**src/rtl/i2c_register_bridge.sv**
```systemverilog
`default_nettype none
// ============================================================================
// Module   : i2c_register_bridge
// Summary  : Maps I2C slave byte-engine strobes onto a NUM_REGS x 8-bit
//            register bank. The first written byte sets the pointer. Later
//            bytes write the register at the pointer. Reads return the
//            register at the pointer. Stall holds SCL so that tx data is
//            settled before it is released.
// Options  : `define I2C_REGISTER_BRIDGE_AUTOINC_EN makes the pointer
//            auto-increment after each data byte that is written or read.
// Revision : 1.0 - initial release
// ============================================================================
module i2c_register_bridge #(
  parameter logic [6:0]          I2C_ADDRESS = 7'h42,
  parameter int                  NUM_REGS    = 8,
  parameter logic [NUM_REGS-1:0] RO_MASK     = '0
) (
  input  logic                  clk,
  input  logic                  rst,
  input  logic [7:0]            i2c_addr_rw,
  input  logic                  i2c_addr_rw_valid_stb,
  input  logic [7:0]            i2c_data_rx,
  input  logic                  i2c_data_rx_valid_stb,
  output logic [7:0]            i2c_data_tx,
  input  logic                  i2c_data_tx_loaded_stb,
  input  logic                  i2c_data_tx_done_stb,
  input  logic                  i2c_error_stb,
  output logic                  stall,
  input  logic [8*NUM_REGS-1:0] reg_in,
  output logic [8*NUM_REGS-1:0] reg_out,
  output logic [NUM_REGS-1:0]   reg_wr_stb
);

  localparam int IDX_W = (NUM_REGS > 1) ? $clog2(NUM_REGS) : 1;

  typedef enum logic [1:0] {
    S_IDLE  = 2'd0,
    S_PTR   = 2'd1,
    S_WRITE = 2'd2,
    S_READ  = 2'd3
  } state_t;

  state_t           state, state_nxt;
  logic [7:0]       ptr, ptr_nxt;
  logic             wr_en;
  logic             ptr_upd;
  logic             in_range;
  logic             addr_match;
  logic [IDX_W-1:0] idx;
  logic [7:0]       rdval;

  // The done strobe carries no information this bridge needs.
  logic unused_done;
  assign unused_done = i2c_data_tx_done_stb;

  assign in_range   = ({1'b0, ptr} < 9'(NUM_REGS));
  assign idx        = ptr[IDX_W-1:0];
  assign addr_match = (i2c_addr_rw[7:1] == I2C_ADDRESS);

`ifdef I2C_REGISTER_BRIDGE_AUTOINC_EN
  logic [7:0] ptr_inc;
  // Wrap to zero from the last register or from any out-of-range pointer.
  assign ptr_inc = (in_range && (({1'b0, ptr} + 9'd1) < 9'(NUM_REGS))) ? (ptr + 8'd1) : 8'h00;
`endif

  // Next-state, pointer and write-enable decode; error beats addr beats data.
  always_comb begin
    state_nxt = state;
    ptr_nxt   = ptr;
    wr_en     = 1'b0;
    ptr_upd   = 1'b0;
    if (i2c_error_stb) begin
      state_nxt = S_IDLE;
    end else if (i2c_addr_rw_valid_stb) begin
      if (!addr_match)         state_nxt = S_IDLE;
      else if (i2c_addr_rw[0]) state_nxt = S_READ;
      else                     state_nxt = S_PTR;
    end else if (i2c_data_rx_valid_stb && (state == S_PTR)) begin
      ptr_nxt   = i2c_data_rx;
      state_nxt = S_WRITE;
      ptr_upd   = 1'b1;
    end else if (i2c_data_rx_valid_stb && (state == S_WRITE)) begin
      wr_en   = in_range && !RO_MASK[idx];
      ptr_upd = 1'b1;
`ifdef I2C_REGISTER_BRIDGE_AUTOINC_EN
      ptr_nxt = ptr_inc;
`endif
    end else if (i2c_data_tx_loaded_stb && (state == S_READ)) begin
      ptr_upd = 1'b1;
`ifdef I2C_REGISTER_BRIDGE_AUTOINC_EN
      ptr_nxt = ptr_inc;
`endif
    end
  end

  // Read mux: out-of-range reads return 0xFF; read-only regs come from fabric.
  always_comb begin
    rdval = 8'hFF;
    if (in_range) begin
      if (RO_MASK[idx]) rdval = reg_in[{idx, 3'b000} +: 8];
      else              rdval = reg_out[{idx, 3'b000} +: 8];
    end
  end

  // State, pointer, tx data and stall; stall covers the cycle tx data needs to settle.
  always_ff @(posedge clk) begin
    if (rst) begin
      state       <= S_IDLE;
      ptr         <= 8'h00;
      i2c_data_tx <= 8'h00;
      stall       <= 1'b1;
    end else begin
      state       <= state_nxt;
      ptr         <= ptr_nxt;
      i2c_data_tx <= rdval;
      stall       <= ptr_upd | wr_en;
    end
  end

  generate
    for (genvar i = 0; i < NUM_REGS; i++) begin : g_reg
      // Per-register storage and one-cycle write strobe.
      always_ff @(posedge clk) begin
        if (rst) begin
          reg_out[8*i +: 8] <= 8'h00;
          reg_wr_stb[i]     <= 1'b0;
        end else begin
          reg_wr_stb[i] <= wr_en && (idx == IDX_W'(i));
          if (wr_en && (idx == IDX_W'(i))) reg_out[8*i +: 8] <= i2c_data_rx;
        end
      end
    end
  endgenerate

endmodule
`default_nettype wire

```
**config.mk**
```make
export PLATFORM = sky130hd
export DESIGN_NAME = i2c_register_bridge
export DESIGN_NICKNAME = d
export VERILOG_FILES = /design/src/rtl/i2c_register_bridge.sv
export SDC_FILE = /design/constraint.sdc
export NUM_CORES = 1
export LEC_CHECK = 0
export CAP_MARGIN = 5
export CORE_UTILIZATION = 40
export CTS_BUF_LIST = sky130_fd_sc_hd__clkbuf_4 sky130_fd_sc_hd__clkbuf_8 sky130_fd_sc_hd__clkbuf_16
export DETAILED_ROUTE_END_ITERATION = 7
export DONT_BUFFER_PORTS = 1
export PLACE_DENSITY = 0.54
export SETUP_SLACK_MARGIN = 0.05
export SLEW_MARGIN = 20
export SYNTH_ARGS = -nofsm -noshare
export SYNTH_HDL_FRONTEND = slang
export SYNTH_SLANG_ARGS = --single-unit
```
**constraint.sdc**
```tcl
create_clock -name clk -period 2.1 [get_ports clk]
set_input_delay 0.105 -clock clk [delete_from_list [all_inputs] [get_ports clk]]
set_output_delay 0.105 -clock clk [all_outputs]
set_load 0.03 [all_outputs]
```
# ---- Yosys cells after proc, flatten, opt, wreduce, memory -nomap -nowiden
# Memory sizes are Yosys's and may differ from the RTL's. A register that Yosys moved wholly into a read port is not among the register bits.
# Cells that the tools add are included.
dict set report word_totals {
  regBits 91
  romBits 8
  in_bits 87
  n_memories 1
}
# name depth word_bits rd rd_ports_with_merged_regs write_ports line_no
set memory_table {}
lappend memory_table {{(no name shown)} 8 1 1 1 0 100} ;# if (RO_MASK[idx]) rdval = reg_in[{idx, 3'b000} +: 8];
dict set report op_classes {
  order_cmp 2
  n_eq_ne 11
  shift 2
  mux 18
  bitwise 3
  reduce_logical 17
}
# cell n
set op_table {}
lappend op_table {{$shiftx A64 B7 Y8} 2}
lappend op_table {{$mux W8} 2}
lappend op_table {{$eq A3 B3 Y1 const B} 4}
lappend op_table {{$logic_and A1 B1 Y1} 12}
lappend op_table {{$mux W1} 10}
lappend op_table {{$lt A8 B4 Y1 const B} 1}
lappend op_table {{$mux W2} 4}
lappend op_table {{$eq A7 B7 Y1 const B} 1}
lappend op_table {{$eq A3 B2 Y1 const B} 2}
lappend op_table {{$mux W3} 2}
lappend op_table {{$eq A2 B2 Y1 const B} 2}
lappend op_table {{$lt A3 B4 Y1 const B} 1}
lappend op_table {{$eq A3 B1 Y1 const B} 1}
lappend op_table {{$logic_not A3 Y1} 1}
lappend op_table {{$reduce_and A3 Y1} 1}
lappend op_table {{$eq A2 B1 Y1 const B} 1}
lappend op_table {{$not A1 Y1} 2}
lappend op_table {{$reduce_bool A2 Y1} 1}
lappend op_table {{$reduce_or A2 Y1} 1}
lappend op_table {{$logic_not A1 Y1} 1}
lappend op_table {{$or A1 B1 Y1} 1}

# ---- Depth between registers and ports, before layout
# Gate-level depths: netlist (run 1).
dict set report logic_depth {
  word_depth 9
  depth_mapped 7
  ltp_nobuf 4
}

# ---- Worst setup path after synthesis (run 1)
# No wires, ideal clock.
dict set report synth_path {
  path_type {register to register}
  startpoint {register state[0]}
  endpoint {register reg_out[15]}
  t_arrival_ns 1.397
  t_required_ns 2.030
  slack_ns 0.632
  path_stages_with_launch 7
  path_buffers 2
  path_cell_list {dfxtp_1 -> buf_6 -> nor4b_4 -> nand4b_4 -> or2_1 -> buf_6 -> o21ai_1}
}
dict set report synth_between {
  elab_chain_cells 7
  word_cells_on_any_way 9
  classes_between {eq/ne: 2; mux: 4; reduce/logical: 3}
}
# item line_no
set synth_lines {}
lappend synth_lines {{start: declaration} 43} ;# state_t state, state_nxt;
lappend synth_lines {{start signal: assignment} 113} ;# state <= state_nxt;
lappend synth_lines {{$eq A2 B2 Y1} 82} ;# end else if (i2c_data_rx_valid_stb && (state == S_WRITE)) begin
lappend synth_lines {{$logic_and A1 B1 Y1} 82}
lappend synth_lines {{$mux W1} 82}
lappend synth_lines {{$mux W1 (*)} 78} ;# end else if (i2c_data_rx_valid_stb && (state == S_PTR)) begin
lappend synth_lines {{$mux W1 (*)} 74} ;# end else if (i2c_addr_rw_valid_stb) begin
lappend synth_lines {{$mux W1 (*)} 72} ;# if (i2c_error_stb) begin
lappend synth_lines {{$logic_and A1 B1 Y1 (*)} 129} ;# if (wr_en && (idx == IDX_W'(i))) reg_out[8*i +: 8] <= i2c_data_rx;
lappend synth_lines {{end signal: indexed assignment} 129}
lappend synth_lines {{end: declaration} 30} ;# output logic [8*NUM_REGS-1:0] reg_out,
# Mark *: on every way between the ends. The rest lies on a longest branch, timed or not.
# A chain may end at the register's enable or synchronous reset.

# ---- Worst setup path in the final report (run 1)
dict set report layout_path {
  startpoint {register state[0]}
  endpoint {register reg_out[46]}
}
# Same word-level chain as after synthesis.

==> results of run 1 <==
[state kept, by name, indices dropped and copies added, names as in the netlist]
register / count
i2c_data_tx: 8
reg_out: 64
stall: 1
ptr: 8
reg_wr_stb: 8
state: 2
[power groups by stage]
stage          Sequential, µW  Combinational, µW  Clock, µW
5_1_grt                  1730               96.2       1270
4_1_cts                  1730               89.7       1180
2_1_floorplan            1770               50.3          0
6_report                 1730               90.4       1170
3_3_place_gp             1770               41.8          0
3_5_place_dp             1770               41.3          0
[what timing repair did]
action                                  CTS  global route
hold buffers                             14             0
hold endpoints to repair                 84             0
endpoints found under the setup margin    0             0
setup buffers                             0             0
[cell usage after synthesis (6+ instances only)]
cell and count:
o21ai_1 64, mux2i_1 27, a21oi_1 10, o21ai_0 64, nor2_1 20, mux2_2 14
clkbuf_1 22, buf_6 11, nor2b_1 69, or2_1 6, o22ai_1 6, dfxtp_1 91
a221o_1 6, nand2b_1 12
[worst reg2reg max path, delay by kind of cell, from the launching register on]
kind | cells | cell delay, ns
simple gates | 3 | 1.12
flops | 1 | 0.43
compound gates | 1 | 0.19
[metrics by stage]
stage / worst slack (ns) / area, µm² / power, µW
2_1_floorplan: 0.632 / 4180 / 1820
3_3_place_gp: 0.316 / 4240 / 1810
3_5_place_dp: 0.291 / 4240 / 1810
4_1_cts: 0.262 / 4590 / 3000
5_1_grt: 0.109 / 4590 / 3090
6_report: 0.290 / 4590 / 2980
[cell type report]
| cell class | instances | area share |
|---|---|---|
| Multi-Input combinational cell | 327 | 0.458 |
| Sequential cell | 91 | 0.397 |
| Timing Repair Buffer | 33 | 0.0654 |
| Clock buffer | 13 | 0.0376 |
| Tap cell | 133 | 0.0363 |
| Clock inverter | 3 | 0.00464 |
| Inverter | 1 | 0.000818 |
[cells by family after synthesis]
group                  Yosys count
buffers and inverters           44
and+or+nand+nor                129
DFF                             91
AOI/OAI and AO/OA              157
muxes                           41
[worst max path at each step]
stage	from	end	slack, ns
final	state[0]	reg_out[46]	0.29
after global routing	state[0]	reg_out[43]	0.11
after CTS	state[0]	reg_out[46]	0.26
after detailed placement	state[0]	reg_out[46]	0.29
after global placement	state[0]	reg_out[47]	0.32
after floorplan	state[0]	reg_out[15]	0.63
[per-layer routing]
metal,up-vias,global-route usage,wire (µm)
met3,14,0.0789,1030
met1,1596,0.291,5200
met4,0,0.0602,158
met2,107,0.369,5640
met5,-,0,0
li1,1613,-,-
==> results.sh, run 1 <==
export IMPL_crit_cells=4
export IMPL_tightest_slew_ns=0.579
export IMPL_ir_worst_vdd_mv=0.330
export IMPL_nets=550
export IMPL_ys_seq_area_frac=0.435
export IMPL_endpoint_kind="flip-flop"
export IMPL_vias_per_cell=5.54
export IMPL_dp_cells=571
export IMPL_detail_route_antenna_nets=0
export IMPL_seqPwrFrac=0.579
export IMPL_grt_usage=0.229
export IMPL_netSwitchingFraction=0.231
export IMPL_cts_buffers=9
export IMPL_setup_viol=0
export IMPL_antenna_found_initial=0
export IMPL_min_path_type="input port to flip-flop"
export IMPL_drive_gt1_frac=0.122
export IMPL_dr_first_iter_drc_count=193
export IMPL_finalClockSkew_ns=0.0163
export IMPL_die_w_um=104
export IMPL_initial_core_util=0.420
export IMPL_synth_seq_cells=91
export IMPL_power_frac_comb=0.030
export IMPL_fmax_ghz=0.552
export IMPL_cts_root_buf="clkbuf_8"
export IMPL_fill_cells=961
export IMPL_drv_slew=0
export IMPL_layout_cells_non_filler=601
export IMPL_path_clk_slew_ns=0.09
export IMPL_syn_cell_area_um2=4180
export IMPL_drc=0
export IMPL_avgSynthCellArea_um2=9.06
export IMPL_switchingPower_uw=689
export IMPL_ys_async_sr_fraction=0
export IMPL_grt_pass1_wl_um=19100
export IMPL_die_area_um2=10900
export IMPL_cp_required_ns=2.39
export IMPL_outcome="completed"
export IMPL_core_um2=9950
export IMPL_grt_overflow=0
export IMPL_yosysUniqueCellTypes=35
export IMPL_diodes=0
export IMPL_grt_pass1_vias=3343
export IMPL_worstPathArrival_ns=2.10
export IMPL_r2r_end="reg_out[46]"
export IMPL_critical_path_class="flip-flop to flip-flop"
export IMPL_port_buffers=0
export IMPL_grt_max_degree=82
export IMPL_synth_compound_area_frac=0.201
export IMPL_final_cell_mix="dfxtp_1 (90), nor2b_1 (69), o21ai_0 (64), o21ai_1 (64), mux2i_1 (27)"
export IMPL_synth_edf_count=0
export IMPL_timing_reg2reg_setup_slack_ns=0.29
export IMPL_place_gp_congestion=0.754
export IMPL_vias=3330
export IMPL_grt_setup_unrepaired="false"
export IMPL_hold_viol=0
export IMPL_wirelength_um=12000
export IMPL_ys_warnings_count=0
export IMPL_dp_hpwl_um=8110
export IMPL_fin_crit_sh=0.862
export IMPL_worst_path_max_fanout=16
export IMPL_p_leak_uw=0.00171
export IMPL_row_count=36
export IMPL_h_tree_depth=3
export IMPL_io_pins=168
export IMPL_first_pass_iters=4
export IMPL_synth_xor_area_share=0
export IMPL_synth_top_family_by_area="compound AO/OA/AOI/OAI gates"
export IMPL_whs_endpoint="reg_wr_stb[6]"
export IMPL_internal_power_uw=2300
export IMPL_multi_input_area_um2=2100
export IMPL_crit_family="simple AND/OR/NAND/NOR gates"
export IMPL_clock_power_share=0.391
export IMPL_setup_tns_final_ns=0
export IMPL_r2r_start="state[0]"
export IMPL_final_common_cell="dfxtp_1"
export IMPL_synthFlopType="dfxtp_1"
export IMPL_cp_buffers_inverters=0
export IMPL_clk_latency_ns=0.36
export IMPL_holdWs_ns=0.0269
export IMPL_wl_per_cell_um=20.0
export IMPL_yosysTopAreaCellShare=0.435
export IMPL_area_delta_synth_final_pct=9.66
export IMPL_cts_sinks=91
export IMPL_crit_slowest_cell="or2_0"
export IMPL_cts_resized=0
export IMPL_synth_mux_area_frac=0.102
export IMPL_powerDensity_nw_per_um2=651
export IMPL_post_route_util=0.461
export IMPL_worstHoldStart="i2c_error_stb"
export IMPL_layout_area_seq_um2=1820
export IMPL_drv_cap=0
export IMPL_min_period_ns=1.81
export IMPL_synthAdderAreaFrac=0
export IMPL_synth_area_leaders="dfxtp_1 (44%), nor2b_1 (10%), o21ai_0 (7.7%), o21ai_1 (7.7%), mux2i_1 (6.5%)"
export IMPL_worst_path_largest_cell_delay_ns=0.46
export IMPL_synthCells=462
export IMPL_synth_nets=549
export IMPL_relSlewSlack=0.614
export IMPL_clock_path_buffers=2
export IMPL_cts_tree="built"
export IMPL_path_cells="nor4b_4 > nand4b_4 > or2_0 > o21ai_1"
export IMPL_synth_simple_area_share=0.199
export IMPL_die_height_um=104
export IMPL_yosysTopAreaCell="dfxtp_1"
export IMPL_reg2reg_depth=4
export IMPL_critPathLaunchType="flip-flop"
export IMPL_holdPathStages=3
No activity file was read; power rests on OpenSTA's default activity.
==> run 2: changes to the inputs <==
--- a/config.mk
+++ b/config.mk
@@ -6,6 +6,7 @@
 export NUM_CORES = 1
 export LEC_CHECK = 0
 export CAP_MARGIN = 5
+export CORE_ASPECT_RATIO = 1.2
 export CORE_UTILIZATION = 40
 export CTS_BUF_LIST = sky130_fd_sc_hd__clkbuf_4 sky130_fd_sc_hd__clkbuf_8 sky130_fd_sc_hd__clkbuf_16
 export DETAILED_ROUTE_END_ITERATION = 7
==> results.sh, run 2 (synthesis gave the netlist of run 1 again) <==
export IMPL_setup_tns_final_ns=0
export IMPL_tightest_slew_ns=0.553
export IMPL_cts_buffers=9
export IMPL_wirelength_um=11700
export IMPL_die_height_um=114
export IMPL_io_pins=168
export IMPL_worstPathArrival_ns=2.11
export IMPL_grt_max_degree=83
export IMPL_detail_route_antenna_nets=0
export IMPL_ir_worst_vdd_mv=0.443
export IMPL_stdcell_area_um2=4620
export IMPL_final_cell_mix="dfxtp_1 (90), nor2b_1 (69), o21ai_0 (64), o21ai_1 (64), mux2i_1 (27)"
export IMPL_grt_pass1_vias=3230
export IMPL_outcome="completed"
export IMPL_clock_power_share=0.487
export IMPL_core_um2=10100
export IMPL_grt_overflow=0
export IMPL_setup_viol=0
export IMPL_finalClockSkew_ns=0.00579
export IMPL_powerDensity_nw_per_um2=766
export IMPL_diodes=0
export IMPL_first_pass_iters=4
export IMPL_path_clk_slew_ns=0.07
export IMPL_worst_path_max_fanout=21
export IMPL_port_buffers=0
export IMPL_grt_pass1_wl_um=18300
export IMPL_critPathLaunchType="flip-flop"
export IMPL_dpl_instance_area_um2=4180
export IMPL_power_frac_comb=0.025
export IMPL_cts_sinks=91
export IMPL_clock_path_buffers=2
export IMPL_h_tree_depth=3
export IMPL_hold_viol=0
export IMPL_grt_setup_unrepaired="false"
export IMPL_crit_slowest_cell="or2_1"
export IMPL_min_path_type="input port to flip-flop"
export IMPL_worst_path_largest_cell_delay_ns=0.45
export IMPL_drv_cap=0
export IMPL_switchingPower_uw=741
export IMPL_die_w_um=95.4
export IMPL_fin_crit_sh=0.874
export IMPL_drc=0
export IMPL_final_common_cell="dfxtp_1"
export IMPL_row_count=40
export IMPL_dp_hpwl_um=7800
export IMPL_antenna_found_initial=0
export IMPL_cp_buffers_inverters=0
export IMPL_fmax_ghz=0.545
export IMPL_cts_root_buf="clkbuf_16"
export IMPL_vias_per_cell=5.57
export IMPL_internal_power_uw=2800
export IMPL_cts_tree="built"
export IMPL_area_delta_synth_final_pct=10.5
export IMPL_path_cells="nor4b_4 > nand4b_4 > or2_1 > o21ai_1"
export IMPL_largest_reg_flops=64
export IMPL_clk_latency_ns=0.34
export IMPL_endpoint_kind="flip-flop"
export IMPL_grt_usage=0.228
export IMPL_initial_core_util=0.414
export IMPL_post_route_util=0.457
export IMPL_die_area_um2=10900
export IMPL_cp_required_ns=2.37
export IMPL_drive_gt1_frac=0.107
export IMPL_fill_cells=1001
export IMPL_relSlewSlack=0.630
export IMPL_critical_path_class="flip-flop to flip-flop"
export IMPL_dr_first_iter_drc_count=214
export IMPL_netSwitchingFraction=0.209
export IMPL_wl_per_cell_um=20.1
export IMPL_p_leak_uw=0.00172
export IMPL_drv_slew=0
export IMPL_min_period_ns=1.84
export IMPL_nets=541
export IMPL_crit_family="simple AND/OR/NAND/NOR gates"
export IMPL_vias=3252
export IMPL_seqPwrFrac=0.488
export IMPL_place_gp_congestion=0.751
export IMPL_max_flop_register="reg_out"
[run 2: cell types whose count changed in the layout (fill, tap and decap cells not counted), moves of 2 or more]
cell | before | now
bufinv_16 | 0 | 2
clkbuf_16 | 0 | 9
dlygate4sd3_1 | 13 | 11
clkbuf_8 | 12 | 0
buf_4 | 19 | 12
[run 2: area by class of cell]
| cell class | count | area [µm²] | share of cell area |
|---|---|---|---|
| repair buffers | 24 | 228 | 0.0492 |
| flip-flops and latches | 91 | 1820 | 0.394 |
| inverters | 1 | 3.75 | 0.000812 |
| well taps | 126 | 158 | 0.0341 |
| clock inverters | 5 | 78.8 | 0.0170 |
| clock buffers | 10 | 233 | 0.0503 |
| multi-input cells | 327 | 2100 | 0.454 |
[run 2: worst paths after layout]
path              slack (ns)     endpoint      startpoint  depth (start not counted)
setup / recovery        0.26  reg_out[27]        state[0]                          4
hold / removal         0.008     state[1]  i2c_addr_rw[0]                          2
setup reg to reg        0.26  reg_out[27]        state[0]                          4
hold reg to reg         0.55       ptr[5]          ptr[5]                          2
[run 2: timing repair]
item / CTS / global route
endpoints found under the hold margin: 85 / 0
setup buffers: 0 / 0
endpoints found under the setup margin: 0 / 1
gates resized for setup: 0 / 1
hold buffers: 12 / 0
[run 2: worst register-to-register path: stages (launching register included)]
cell      delay, ns
dfxtp_1        0.42
nor4b_4        0.41
nand4b_4       0.31
or2_1          0.45
o21ai_1        0.18
[run 2: layer usage]
layer,wire length [µm],global-route usage,part of all wire
met1,4940,0.282,0.42
met2,5520,0.360,0.47
met3,1030,0.0780,0.088
met4,243,0.0869,0.021
met5,0,0,0
[run 2: per-stage QoR]
stage	power [µW]	instances	worst slack (ns)	hold slack, ns
finish	3540	584	0.264	0.00812
detailed placement	1810	557	0.225	0.186
floorplan	1820	462	0.632	0.184
global route	3650	584	0.0775	0.0313
global placement	1810	557	0.242	0.186
CTS	3570	584	0.210	0.00182
[run 2: power groups by stage]
stage | sequential (µW) | combinational, µW | clock (µW)
after floorplan | 1770 | 50.3 | 0
after global placement | 1770 | 41.5 | 0
after detailed placement | 1770 | 41.4 | 0
after CTS | 1730 | 87.9 | 1750
after global routing | 1730 | 93.0 | 1820
final | 1730 | 87.1 | 1730
